==> config.mk <==
export PLATFORM = sky130hd
export DESIGN_NAME = multicycle_ctrl_flat
export DESIGN_NICKNAME = d
export VERILOG_FILES = /design/src/rtl/multicycle_ctrl_pkg.sv /design/src/rtl/multicycle_ctrl_if.sv /design/src/rtl/multicycle_ctrl_branch_cond.sv /design/src/rtl/multicycle_ctrl.sv /design/src/flat_wrapper.sv
export SDC_FILE = /design/constraint.sdc
export NUM_CORES = 1
export LEC_CHECK = 0
export CAP_MARGIN = 20
export CORE_AREA = 2 2 48 50
export CTS_BUF_LIST = sky130_fd_sc_hd__clkbuf_8
export DETAILED_ROUTE_END_ITERATION = 10
export DIE_AREA = 0 0 50 52
export DONT_BUFFER_PORTS = 1
export PLACE_DENSITY = 0.64
export SLEW_MARGIN = 20
export SYNTH_ARGS = -nofsm -noshare
export SYNTH_HDL_FRONTEND = slang
export SYNTH_SLANG_ARGS = --single-unit
export TNS_END_PERCENT = 100
==> constraint.sdc <==
create_clock -name i_clk -period 1.7 [get_ports i_clk]
set_input_delay 0.34 -clock i_clk [delete_from_list [all_inputs] [get_ports i_clk]]
set_output_delay 0.34 -clock i_clk [all_outputs]
set_load 0.01 [all_outputs]
==> src/rtl/multicycle_ctrl_pkg.sv <==
// Shared encodings for the multicycle RV64 control FSM: opcodes, branch funct3,
// state enum and datapath select enums.
package multicycle_ctrl_pkg;

    localparam logic [6:0] OpTypeR    = 7'b0110011;
    localparam logic [6:0] OpImmArith = 7'b0010011;
    localparam logic [6:0] OpLd       = 7'b0000011;
    localparam logic [6:0] OpTypeS    = 7'b0100011;
    localparam logic [6:0] OpTypeSb   = 7'b1100011;
    localparam logic [6:0] OpTypeUj   = 7'b1101111;
    localparam logic [6:0] OpJalr     = 7'b1100111;
    localparam logic [6:0] OpTypeU    = 7'b0110111;

    localparam logic [2:0] F3Beq = 3'b000;
    localparam logic [2:0] F3Bne = 3'b001;
    localparam logic [2:0] F3Blt = 3'b100;
    localparam logic [2:0] F3Bge = 3'b101;

    typedef enum logic [3:0] {
        StFetch  = 4'd0,
        StDecode = 4'd1,
        StExecR  = 4'd2,
        StExecI  = 4'd3,
        StExecU  = 4'd4,
        StAluWb  = 4'd5,
        StAddr   = 4'd6,
        StMemRd  = 4'd7,
        StLdWb   = 4'd8,
        StMemWr  = 4'd9,
        StBranch = 4'd10,
        StJal    = 4'd11,
        StJalr   = 4'd12,
        StHalt   = 4'd13,
        StTrap   = 4'd14
    } state_e;

    typedef enum logic [1:0] {
        PcSrcAlu     = 2'd0,
        PcSrcAluOut  = 2'd1,
        PcSrcAluMask = 2'd2
    } pc_src_e;

    typedef enum logic [1:0] {
        ASelPc    = 2'd0,
        ASelRs1   = 2'd1,
        ASelZero  = 2'd2,
        ASelOldPc = 2'd3
    } a_sel_e;

    typedef enum logic [1:0] {
        BSelRs2    = 2'd0,
        BSelFour   = 2'd1,
        BSelImm    = 2'd2,
        BSelImmShl = 2'd3
    } b_sel_e;

    typedef enum logic [1:0] {
        AluAdd   = 2'd0,
        AluSub   = 2'd1,
        AluFunct = 2'd2
    } alu_op_e;

    typedef enum logic [1:0] {
        WbAluOut = 2'd0,
        WbMdr    = 2'd1,
        WbPc     = 2'd2
    } wb_sel_e;

    // States that hold a memory request open until i_mem_ready.
    function automatic logic is_mem_wait(input state_e st);
        return st inside {StFetch, StMemRd, StMemWr};
    endfunction

endpackage

==> src/rtl/multicycle_ctrl_if.sv <==
// Control-to-datapath bundle; master is the controller, slave the datapath.
// o_trap exists only when ILLEGAL_TRAP_EN is defined.
interface multicycle_ctrl_if;
    import multicycle_ctrl_pkg::*;

    logic [31:0] i_instr;
    logic        i_mem_ready;
    logic        i_alu_zero;
    logic        i_alu_lt;

    logic        o_pc_write;
    pc_src_e     o_pc_src;
    logic        o_ir_write;
    logic        o_iord;
    logic        o_mem_read;
    logic        o_mem_write;
    a_sel_e      o_alu_a_sel;
    b_sel_e      o_alu_b_sel;
    alu_op_e     o_alu_op;
    logic        o_reg_write;
    wb_sel_e     o_wb_sel;
    logic        o_mem_err;
    state_e      o_state;
`ifdef ILLEGAL_TRAP_EN
    logic        o_trap;
`endif

    modport master (
        input  i_instr, i_mem_ready, i_alu_zero, i_alu_lt,
`ifdef ILLEGAL_TRAP_EN
        output o_trap,
`endif
        output o_pc_write, o_pc_src, o_ir_write, o_iord, o_mem_read, o_mem_write,
        output o_alu_a_sel, o_alu_b_sel, o_alu_op, o_reg_write, o_wb_sel,
        output o_mem_err, o_state
    );

    modport slave (
        output i_instr, i_mem_ready, i_alu_zero, i_alu_lt,
`ifdef ILLEGAL_TRAP_EN
        input  o_trap,
`endif
        input  o_pc_write, o_pc_src, o_ir_write, o_iord, o_mem_read, o_mem_write,
        input  o_alu_a_sel, o_alu_b_sel, o_alu_op, o_reg_write, o_wb_sel,
        input  o_mem_err, o_state
    );

endinterface

==> src/rtl/multicycle_ctrl_branch_cond.sv <==
// Combinational branch resolver: funct3 plus ALU zero/lt flags to taken,
// with a flag for funct3 encodings this core does not implement.
module multicycle_ctrl_branch_cond
    import multicycle_ctrl_pkg::*;
(
    input  logic [2:0] funct3_i,
    input  logic       zero_i,
    input  logic       lt_i,
    output logic       taken_o,
    output logic       supported_o
);

    always_comb begin
        taken_o     = 1'b0;
        supported_o = 1'b1;
        case (funct3_i)
            F3Beq:   taken_o = zero_i;
            F3Bne:   taken_o = !zero_i;
            F3Blt:   taken_o = lt_i;
            F3Bge:   taken_o = !lt_i;
            default: supported_o = 1'b0;
        endcase
    end

endmodule

==> src/rtl/multicycle_ctrl.sv <==
// Multicycle RV64 control FSM: sequences fetch/decode/execute/memory/writeback.
// Optional macro ILLEGAL_TRAP_EN turns unknown opcodes and branch funct3 into a TRAP state.
module multicycle_ctrl
    import multicycle_ctrl_pkg::*;
#(
    parameter int unsigned XLEN        = 64,
    parameter int unsigned MEM_TIMEOUT = 0
) (
    input  logic              i_clk,
    input  logic              i_rst_n,
    multicycle_ctrl_if.master bus_io
);

`ifdef ILLEGAL_TRAP_EN
    localparam logic TrapEn = 1'b1;
`else
    localparam logic TrapEn = 1'b0;
`endif
    localparam logic XlenIs64 = (XLEN == 64);

    state_e      state_q, state_d;
    logic [31:0] wait_cnt_q, wait_cnt_d;

    logic [6:0] opcode;
    logic [2:0] funct3;
    logic       mem_ready;
    logic       br_taken, br_supported;
    logic       waiting, timeout;

    assign opcode    = bus_io.i_instr[6:0];
    assign funct3    = bus_io.i_instr[14:12];
    assign mem_ready = bus_io.i_mem_ready;

    multicycle_ctrl_branch_cond u_branch_cond (
        .funct3_i    (funct3),
        .zero_i      (bus_io.i_alu_zero),
        .lt_i        (bus_io.i_alu_lt),
        .taken_o     (br_taken),
        .supported_o (br_supported)
    );

    // Counts consecutive unanswered request cycles; restarts whenever the wait ends.
    assign waiting    = is_mem_wait(state_q) && !mem_ready;
    assign wait_cnt_d = waiting ? wait_cnt_q + 32'd1 : 32'd0;
    assign timeout    = (MEM_TIMEOUT != 0) && waiting && (wait_cnt_d == MEM_TIMEOUT);

    always_comb begin
        state_d = state_q;
        unique case (state_q)
            StFetch: begin
                if (timeout)        state_d = StHalt;
                else if (mem_ready) state_d = StDecode;
            end
            StDecode: begin
                case (opcode)
                    OpTypeR:          state_d = StExecR;
                    OpImmArith:       state_d = StExecI;
                    OpLd, OpTypeS:    state_d = StAddr;
                    OpTypeSb:         state_d = StBranch;
                    OpTypeUj:         state_d = StJal;
                    OpJalr:           state_d = StJalr;
                    OpTypeU:          state_d = StExecU;
                    default:          state_d = TrapEn ? StTrap : StFetch;
                endcase
            end
            StExecR, StExecI, StExecU: state_d = StAluWb;
            StAddr:   state_d = (opcode == OpLd) ? StMemRd : StMemWr;
            StMemRd: begin
                if (timeout)        state_d = StHalt;
                else if (mem_ready) state_d = StLdWb;
            end
            StMemWr: begin
                if (timeout)        state_d = StHalt;
                else if (mem_ready) state_d = StFetch;
            end
            StBranch: state_d = (TrapEn && !br_supported) ? StTrap : StFetch;
            StAluWb, StLdWb, StJal, StJalr: state_d = StFetch;
            StHalt:   state_d = StHalt;
            StTrap:   state_d = StTrap;
            default:  state_d = StFetch;
        endcase
    end

    always_ff @(posedge i_clk or negedge i_rst_n) begin
        if (!i_rst_n) begin
            state_q    <= StFetch;
            wait_cnt_q <= 32'd0;
        end else begin
            state_q    <= state_d;
            wait_cnt_q <= wait_cnt_d;
        end
    end

    logic    pc_write, ir_write, iord, mem_read, mem_write, reg_write;
    pc_src_e pc_src;
    a_sel_e  a_sel;
    b_sel_e  b_sel;
    alu_op_e alu_op;
    wb_sel_e wb_sel;

    // Outputs are gated by i_rst_n so a mid-instruction reset kills every enable at once.
    always_comb begin
        pc_write  = 1'b0;
        pc_src    = PcSrcAlu;
        ir_write  = 1'b0;
        iord      = 1'b0;
        mem_read  = 1'b0;
        mem_write = 1'b0;
        a_sel     = ASelPc;
        b_sel     = BSelRs2;
        alu_op    = AluAdd;
        reg_write = 1'b0;
        wb_sel    = WbAluOut;
        if (i_rst_n) begin
            unique case (state_q)
                StFetch: begin
                    mem_read = 1'b1;
                    b_sel    = BSelFour;
                    ir_write = mem_ready;
                    pc_write = mem_ready;
                end
                StDecode: begin
                    a_sel = ASelOldPc;
                    b_sel = BSelImmShl;
                end
                StExecR: begin
                    a_sel  = ASelRs1;
                    alu_op = AluFunct;
                end
                StExecI: begin
                    a_sel  = ASelRs1;
                    b_sel  = BSelImm;
                    alu_op = AluFunct;
                end
                StExecU: begin
                    a_sel = ASelZero;
                    b_sel = BSelImm;
                end
                StAluWb: reg_write = 1'b1;
                StAddr: begin
                    a_sel = ASelRs1;
                    b_sel = BSelImm;
                end
                StMemRd: begin
                    mem_read = 1'b1;
                    iord     = 1'b1;
                end
                StLdWb: begin
                    reg_write = 1'b1;
                    wb_sel    = WbMdr;
                end
                StMemWr: begin
                    mem_write = 1'b1;
                    iord      = 1'b1;
                end
                StBranch: begin
                    a_sel  = ASelRs1;
                    alu_op = AluSub;
                    if (br_taken) begin
                        pc_write = 1'b1;
                        pc_src   = PcSrcAluOut;
                    end
                end
                StJal: begin
                    reg_write = 1'b1;
                    wb_sel    = WbPc;
                    pc_write  = 1'b1;
                    pc_src    = PcSrcAluOut;
                end
                StJalr: begin
                    a_sel     = ASelRs1;
                    b_sel     = BSelImm;
                    pc_write  = 1'b1;
                    pc_src    = PcSrcAluMask;
                    reg_write = 1'b1;
                    wb_sel    = WbPc;
                end
                default: ;
            endcase
        end
    end

    assign bus_io.o_pc_write  = pc_write;
    assign bus_io.o_pc_src    = pc_src;
    assign bus_io.o_ir_write  = ir_write;
    assign bus_io.o_iord      = iord;
    assign bus_io.o_mem_read  = mem_read;
    assign bus_io.o_mem_write = mem_write;
    assign bus_io.o_alu_a_sel = a_sel;
    assign bus_io.o_alu_b_sel = b_sel;
    assign bus_io.o_alu_op    = alu_op;
    assign bus_io.o_reg_write = reg_write;
    assign bus_io.o_wb_sel    = wb_sel;
    assign bus_io.o_mem_err   = i_rst_n && (state_q == StHalt);
    assign bus_io.o_state     = state_q;
`ifdef ILLEGAL_TRAP_EN
    assign bus_io.o_trap      = i_rst_n && (state_q == StTrap);
`endif

    logic unused_bits;
    assign unused_bits = ^{bus_io.i_instr[31:15], bus_io.i_instr[11:7], XlenIs64};

endmodule

==> src/flat_wrapper.sv <==
// flat-port wrapper written by rule: the top's interface ports become plain ports
module multicycle_ctrl_flat import multicycle_ctrl_pkg::*;
#(
    parameter int unsigned XLEN        = 64,
    parameter int unsigned MEM_TIMEOUT = 0
)
  (i_clk, i_rst_n, bus_io_i_instr, bus_io_i_mem_ready, bus_io_i_alu_zero, bus_io_i_alu_lt, bus_io_o_pc_write, bus_io_o_pc_src, bus_io_o_ir_write, bus_io_o_iord, bus_io_o_mem_read, bus_io_o_mem_write, bus_io_o_alu_a_sel, bus_io_o_alu_b_sel, bus_io_o_alu_op, bus_io_o_reg_write, bus_io_o_wb_sel, bus_io_o_mem_err, bus_io_o_state);
  multicycle_ctrl_if bus_io_i ();
  input  logic i_clk;
  input  logic i_rst_n;
  input wire logic [$bits(bus_io_i.i_instr)-1:0] bus_io_i_instr;
  input wire logic [$bits(bus_io_i.i_mem_ready)-1:0] bus_io_i_mem_ready;
  input wire logic [$bits(bus_io_i.i_alu_zero)-1:0] bus_io_i_alu_zero;
  input wire logic [$bits(bus_io_i.i_alu_lt)-1:0] bus_io_i_alu_lt;
  output wire logic [$bits(bus_io_i.o_pc_write)-1:0] bus_io_o_pc_write;
  output wire logic [$bits(bus_io_i.o_pc_src)-1:0] bus_io_o_pc_src;
  output wire logic [$bits(bus_io_i.o_ir_write)-1:0] bus_io_o_ir_write;
  output wire logic [$bits(bus_io_i.o_iord)-1:0] bus_io_o_iord;
  output wire logic [$bits(bus_io_i.o_mem_read)-1:0] bus_io_o_mem_read;
  output wire logic [$bits(bus_io_i.o_mem_write)-1:0] bus_io_o_mem_write;
  output wire logic [$bits(bus_io_i.o_alu_a_sel)-1:0] bus_io_o_alu_a_sel;
  output wire logic [$bits(bus_io_i.o_alu_b_sel)-1:0] bus_io_o_alu_b_sel;
  output wire logic [$bits(bus_io_i.o_alu_op)-1:0] bus_io_o_alu_op;
  output wire logic [$bits(bus_io_i.o_reg_write)-1:0] bus_io_o_reg_write;
  output wire logic [$bits(bus_io_i.o_wb_sel)-1:0] bus_io_o_wb_sel;
  output wire logic [$bits(bus_io_i.o_mem_err)-1:0] bus_io_o_mem_err;
  output wire logic [$bits(bus_io_i.o_state)-1:0] bus_io_o_state;
  assign bus_io_i.i_instr = bus_io_i_instr;
  assign bus_io_i.i_mem_ready = bus_io_i_mem_ready;
  assign bus_io_i.i_alu_zero = bus_io_i_alu_zero;
  assign bus_io_i.i_alu_lt = bus_io_i_alu_lt;
  assign bus_io_o_pc_write = bus_io_i.o_pc_write;
  assign bus_io_o_pc_src = bus_io_i.o_pc_src;
  assign bus_io_o_ir_write = bus_io_i.o_ir_write;
  assign bus_io_o_iord = bus_io_i.o_iord;
  assign bus_io_o_mem_read = bus_io_i.o_mem_read;
  assign bus_io_o_mem_write = bus_io_i.o_mem_write;
  assign bus_io_o_alu_a_sel = bus_io_i.o_alu_a_sel;
  assign bus_io_o_alu_b_sel = bus_io_i.o_alu_b_sel;
  assign bus_io_o_alu_op = bus_io_i.o_alu_op;
  assign bus_io_o_reg_write = bus_io_i.o_reg_write;
  assign bus_io_o_wb_sel = bus_io_i.o_wb_sel;
  assign bus_io_o_mem_err = bus_io_i.o_mem_err;
  assign bus_io_o_state = bus_io_i.o_state;
  multicycle_ctrl #(.XLEN(XLEN), .MEM_TIMEOUT(MEM_TIMEOUT)) u_core (.i_clk(i_clk), .i_rst_n(i_rst_n), .bus_io(bus_io_i));
endmodule
==> reports/metrics.cfg, run 1 <==
[clocking]
cts_tree=built
clkLatencyLatePin_ns=0.22
htreeDepth=1
cts_made_buffers=3
clk_pin_slew_ns=0.03
clk_path_buf_depth=2
cts_sinks=4
cts_root_buf=clkbuf_8

[placement]
hpwl_mm=1.76
placed_cells=153
gp_congestion=0.858
io_buffers=0

[pwr]
power.internal_uw=554
p_seq_share_pct=18.5
clockPowerShare_pct=20.0
combPwrFrac_pct=61.5
power_density_nw_per_um2=909
netSwitchingPower_uw=440
peakVddDrop_uv=334
p_leak_nw=0.483
swShare_pct=44.3

[worst_setup_path]
worstPathArrival_ns=1.35
cp.buffers_inverters=0
critPathKind=flip-flop to output port
endpoint_kind=output port
crit_slowest_cell=dfrtp_2
crit_path_max_fanout=14
critPathTopFamily=flip-flops
cp-start-kind=flip-flop
path_cells=nor2_2 > o21ai_0 > o211ai_1 > o2111a_1
worstPathRequired_ns=1.36
critPathMaxStageDelay_ns=0.51

[cells_and_area]
diodes=0
largest_reg_flops=4
area_delta_synth_final_pct=37.4
nNetsFinal=173
drive_above_1_share_pct=39.6
fin_cells=162

[global_route]
grt_util_all_layers_pct=18.3
grt_overflow=0
grt_pass1_vias=844
antenna_found_initial=0
grt_max_degree=16
grt_pass1_wl_mm=3.73

[run]
drv_cap=0

[drt]
viasPerCell=5.77
drc=0
wl_per_cell_um=15.0
drt_iter0_drc=21
vias=934
wl_mm=2.43
drt_first_pass_iters=4
route.antenna.remaining_nets=0

[outcome]
status=finished, final reports clean

[sta]
finalCriticalPeriod_ns=1.69
skew_ns=0.00498
hold_violations=0
finalSetupViolCount=0
rsz0062_at_grt=yes
min_period_over_period_pct=99.7
relSlewSlack_pct=75.6
drv_slew=0
max_freq_mhz=590
fin_setup_tns_ns=0
worst_pin_slew_ns=0.363

[logic_synthesis]
yosysUniqueCellTypes=41
async_reset_ff_share_pct=100
ys.flop_type=dfrtp_1
syn_inst=116
yosysTopAreaCellShare_pct=12.6
synth-seq-cells=4
synthTopCellsByArea=dfrtp_1, nor2_1, nand2_1
syn_area_per_cell_um2=6.86
yosysWarnings=0
synth_nets=153
syn_area_um2=796
synth_largest_area_cell=dfrtp_1
seq_area_frac_synth_pct=12.6
yosysMostFrequentCell=nor2_1
synth-edff-count=0
synth_common_cells=nor2_1, nand2_1, nor3_1, a21oi_1, o21ai_0

[floorplanning]
die_height_um=52
core.rowCount=17
dieArea_um2=2600
boundaryPins=58
core_region_area_um2=2110
start_util_pct=37.8
die_w_um=50

[min_path]
worst_hold_path_type=input pin to flip-flop

==> per-stage QoR <==
step	util [%]	setup slack, ns	cell area (um2)	hold slack, ns	total power [mW]
detailed placement	42.8	0.0851	902	0.0446	0.702
global placement	42.8	0.115	902	0.0447	0.689
global route	51.9	-0.0639	1090	0.392	1.06
finish	51.9	0.00540	1090	0.373	0.994
CTS	47.1	-0.0285	992	0.373	0.936
floorplan	-	0.155	796	0.0444	0.577
==> kinds of logic (layout without fill, tap and decap cells) <==
logic type,after synthesis,count (layout),synth area share [%]
muxes,3,3,3.77
buffers and inverters,13,31,9.90
and+or+nand+nor,65,65,44.3
DFF,4,4,12.6
AOI/OAI and AO/OA,26,26,23.0
xor gates and xnor gates,5,5,6.45
==> worst reg2reg max path, stage by stage, from the launching register on <==
cell	delay, ns
dfrtp_2	0.51
buf_4	0.22
xnor2_2	0.17
mux2i_1	0.11
a221oi_2	0.26
o21ai_1	0.10
==> power groups by stage <==
stage / clock network (mW) / registers [mW] / logic (mW)
2_1_floorplan: 0 / 0.139 / 0.438
3_3_place_gp: 0 / 0.170 / 0.519
3_5_place_dp: 0 / 0.174 / 0.528
4_1_cts: 0.201 / 0.177 / 0.558
5_1_grt: 0.211 / 0.189 / 0.659
6_report: 0.199 / 0.184 / 0.612
==> per-layer routing <==
layer / global-route usage, % / share of wire [%]
met4: 10.2 / 1.8
met5: 0 / 0
met1: 21.7 / 42
met2: 31.8 / 52
met3: 2.30 / 4.3
==> cells in the final DEF, fill, tap and decap left out, drive strengths merged, types with 3 or more instances in the layout <==
master   n
a21oi    6
buf     23
clkbuf   3
dfrtp    4
inv      4
mux2i    3
nand2   13
nand2b   5
nand3    4
nand3b   3
nand4    3
nor2    15
nor2b    4
nor3     7
nor3b    3
o21ai    8
xnor2    3
==> final cells by class <==
cell class | instances | area [um2]
multi-input combinational | 99 | 699
clock buffer | 3 | 41.3
inverter | 4 | 15.0
sequential | 4 | 104
tap | 28 | 35.0
fill | 204 | 1010
timing repair buffer | 24 | 199
==> worst paths after layout <==
kind                                                 startpoint                                   end  slack, ns  cells after the start
setup reg to reg           u_core.bus_io.o_state[0]$_DFFE_PN0P_  u_core.bus_io.o_state[3]$_DFFE_PN0P_       0.19                      5
max in group asynchronous                               i_rst_n  u_core.bus_io.o_state[3]$_DFFE_PN0P_       1.11                      1
min in group asynchronous                               i_rst_n  u_core.bus_io.o_state[1]$_DFFE_PN0P_       0.40                      1
hold reg to reg            u_core.bus_io.o_state[3]$_DFFE_PN0P_  u_core.bus_io.o_state[0]$_DFFE_PN0P_       0.76                      3
setup / recovery           u_core.bus_io.o_state[0]$_DFFE_PN0P_                     bus_io_o_pc_write      0.005                      4
hold / removal                               bus_io_i_mem_ready  u_core.bus_io.o_state[0]$_DFFE_PN0P_       0.37                      3
==> repair_timing <==
| action | CTS | global route |
|---|---|---|
| endpoints found under the hold margin | 4 | 0 |
| cloned | 0 | 1 |
| pin swaps | 2 | 4 |
| buffers inserted | 1 | 3 |
| hold buffers | 1 | 0 |
| endpoints found under the setup margin | 8 | 12 |
| gates resized for setup | 10 | 18 |
Note: power is estimated with default switching activity, not from simulation.
==> run 2: changes to the inputs <==
GPL_ROUTABILITY_DRIVEN = 0   (was default)
==> results of run 2 <==
The final DEF is identical to that of run 1; final timing and power are the same.
==> run 3: changes to the inputs <==
CORE_AREA = 5 5 51 53   (was 2 2 48 50)
DIE_AREA = 0 0 56 58   (was 0 0 50 52)
==> run 3 against run 2 <==
  * Sequential cell count did not move
  * Final cell count is 1.2% higher
  * Combinational power up 16%
  * Clock power about the same
  * Clock skew fell by 0.0024 ns
  * Register-to-register slack gained 0.03 ns
  * Worst setup slack about the same
  * Largest cell class unchanged
==> reports/metrics.cfg, run 3 (synthesis results as in run 1) <==
[drt]
wl_per_cell_um=15.0
route.antenna.remaining_nets=0
drt_iter0_drc=16
wl_met2_mm=1.33
viasPerCell=5.79
wl_mm=2.47
vias=950
drt_first_pass_iters=4
wl_met1_um=976
drc=0
wl_met3_um=139
top_layer=met4

[sta]
worst_pin_slew_ns=0.338
relSlewSlack_pct=77.3
finalCriticalPeriod_ns=1.69
finalSetupViolCount=0
rsz0062_at_grt=yes
min_period_over_period_pct=99.7
max_freq_mhz=590
drv_slew=0
skew_ns=0.00259
hold_violations=0
holdWs_ns=0.363

[placement]
hpwl_mm=1.87
io_buffers=0

[global_route]
grt_pass1_vias=890
grt_util_all_layers_pct=14.6
grt_max_degree=14
grt_pass1_wl_mm=3.92
antenna_found_initial=0
grt_overflow=0

[pwr]
clockPowerShare_pct=18.7
power_density_nw_per_um2=981
p_seq_share_pct=15.0
peakVddDrop_uv=485
p_leak_nw=0.469
netSwitchingPower_uw=449
finalPower_mw=1.07
power.internal_uw=626
combPwrFrac_pct=66.3
swShare_pct=41.8

[worst_setup_path]
path_common_cell=buf_4
worstPathRequired_ns=1.36
crit_slowest_cell=dfrtp_2
startpoint=u_core.bus_io.o_state[1]$_DFFE_PN0P_
critPathTopFamily=flip-flops
cp.buffers_inverters=2
worstPathArrival_ns=1.35
crit_path_max_fanout=6
endpoint_kind=output port
critPathMaxStageDelay_ns=0.46
r2r_slack_ns=0.22
path_cells=buf_4 > nand2b_1 > nor3_1 > buf_4
cp-start-kind=flip-flop
critPathKind=flip-flop to output port
r2r-start=u_core.bus_io.o_state[3]$_DFFE_PN0P_

[clocking]
cts_made_buffers=3
clk_pin_slew_ns=0.03
cts_tree=built
cts_sinks=4
clk_path_buf_depth=2
htreeDepth=1
cts_root_buf=clkbuf_8
clkLatencyLatePin_ns=0.22

[cells_and_area]
diodes=0
drive_above_1_share_pct=39.7
final_common_cell=buf_4
largest_reg_flops=4
layout_common_cells=buf_4, nand2_1, nor2_1
area_delta_synth_final_pct=37.7
nNetsFinal=175

[outcome]
status=finished, final reports clean

[run]
drv_cap=0

[floorplanning]
die_height_um=58
boundaryPins=58
die_w_um=56
start_util_pct=37.8
dieArea_um2=3250
core_region_area_um2=2110
core.rowCount=17

[min_path]
worst_hold_path_type=input pin to flip-flop
hold_start=bus_io_i_instr[3]

## run 3: final timing paths
path | end | depth (start not counted)
worst max-delay path | bus_io_o_mem_err | 4
worst min-delay path | u_core.bus_io.o_state[2]$_DFFE_PN0P_ | 3
worst max register to register | u_core.bus_io.o_state[3]$_DFFE_PN0P_ | 6
worst min register to register | u_core.bus_io.o_state[2]$_DFFE_PN0P_ | 3
max in group asynchronous | u_core.bus_io.o_state[1]$_DFFE_PN0P_ | 1
min in group asynchronous | u_core.bus_io.o_state[3]$_DFFE_PN0P_ | 1
## run 3: metrics by stage
stage,cell area (um2),setup WS (ns),utilization (%),setup TNS [ns],std cells
detailed placement,910,0.152,43.2,0,154
global placement,910,0.167,43.2,0,154
CTS,1010,-0.0296,48.0,-0.0684,160
floorplan,796,0.155,-,0,116
global route,1100,-0.0606,52.0,-0.134,164
finish,1100,0.00588,52.0,0,164
## run 3: layer usage
| layer | up-vias | GRT usage, % |
|---|---|---|
| met5 | - | 0 |
| met4 | 0 | 5.08 |
| met3 | 3 | 3.34 |
| met2 | 29 | 28.5 |
| met1 | 456 | 15.1 |
| li1 | 462 | - |
## run 3: worst reg2reg max path, stage by stage (launching register included)
cell and delay, ns:
dfrtp_2 0.43, buf_6 0.15, buf_4 0.15, xnor2_2 0.14, mux2i_1 0.12, a221oi_2 0.27
o21ai_1 0.10
## run 3: final cells by class
type                            count  area, um2
Tap cell                           28       35.0
Fill cell                         193       1010
Clock buffer                        3       41.3
Sequential cell                     4        105
Inverter                            4       17.5
Multi-Input combinational cell     99        681
Timing Repair Buffer               26        216
## run 3: what timing repair did
item,4_1_cts,5_1_grt
endpoints found under the setup margin,10,14
buffers inserted,2,4
pin swaps,4,3
hold endpoints to repair,4,0
resized for setup,11,17
hold buffers,1,0
## run 3: power by group through the flow
stage	registers (mW)	clock network, mW	logic [mW]
after floorplan	0.139	0	0.438
after global placement	0.164	0	0.546
after detailed placement	0.163	0	0.550
after CTS	0.166	0.203	0.579
after global routing	0.166	0.211	0.770
final	0.162	0.201	0.712
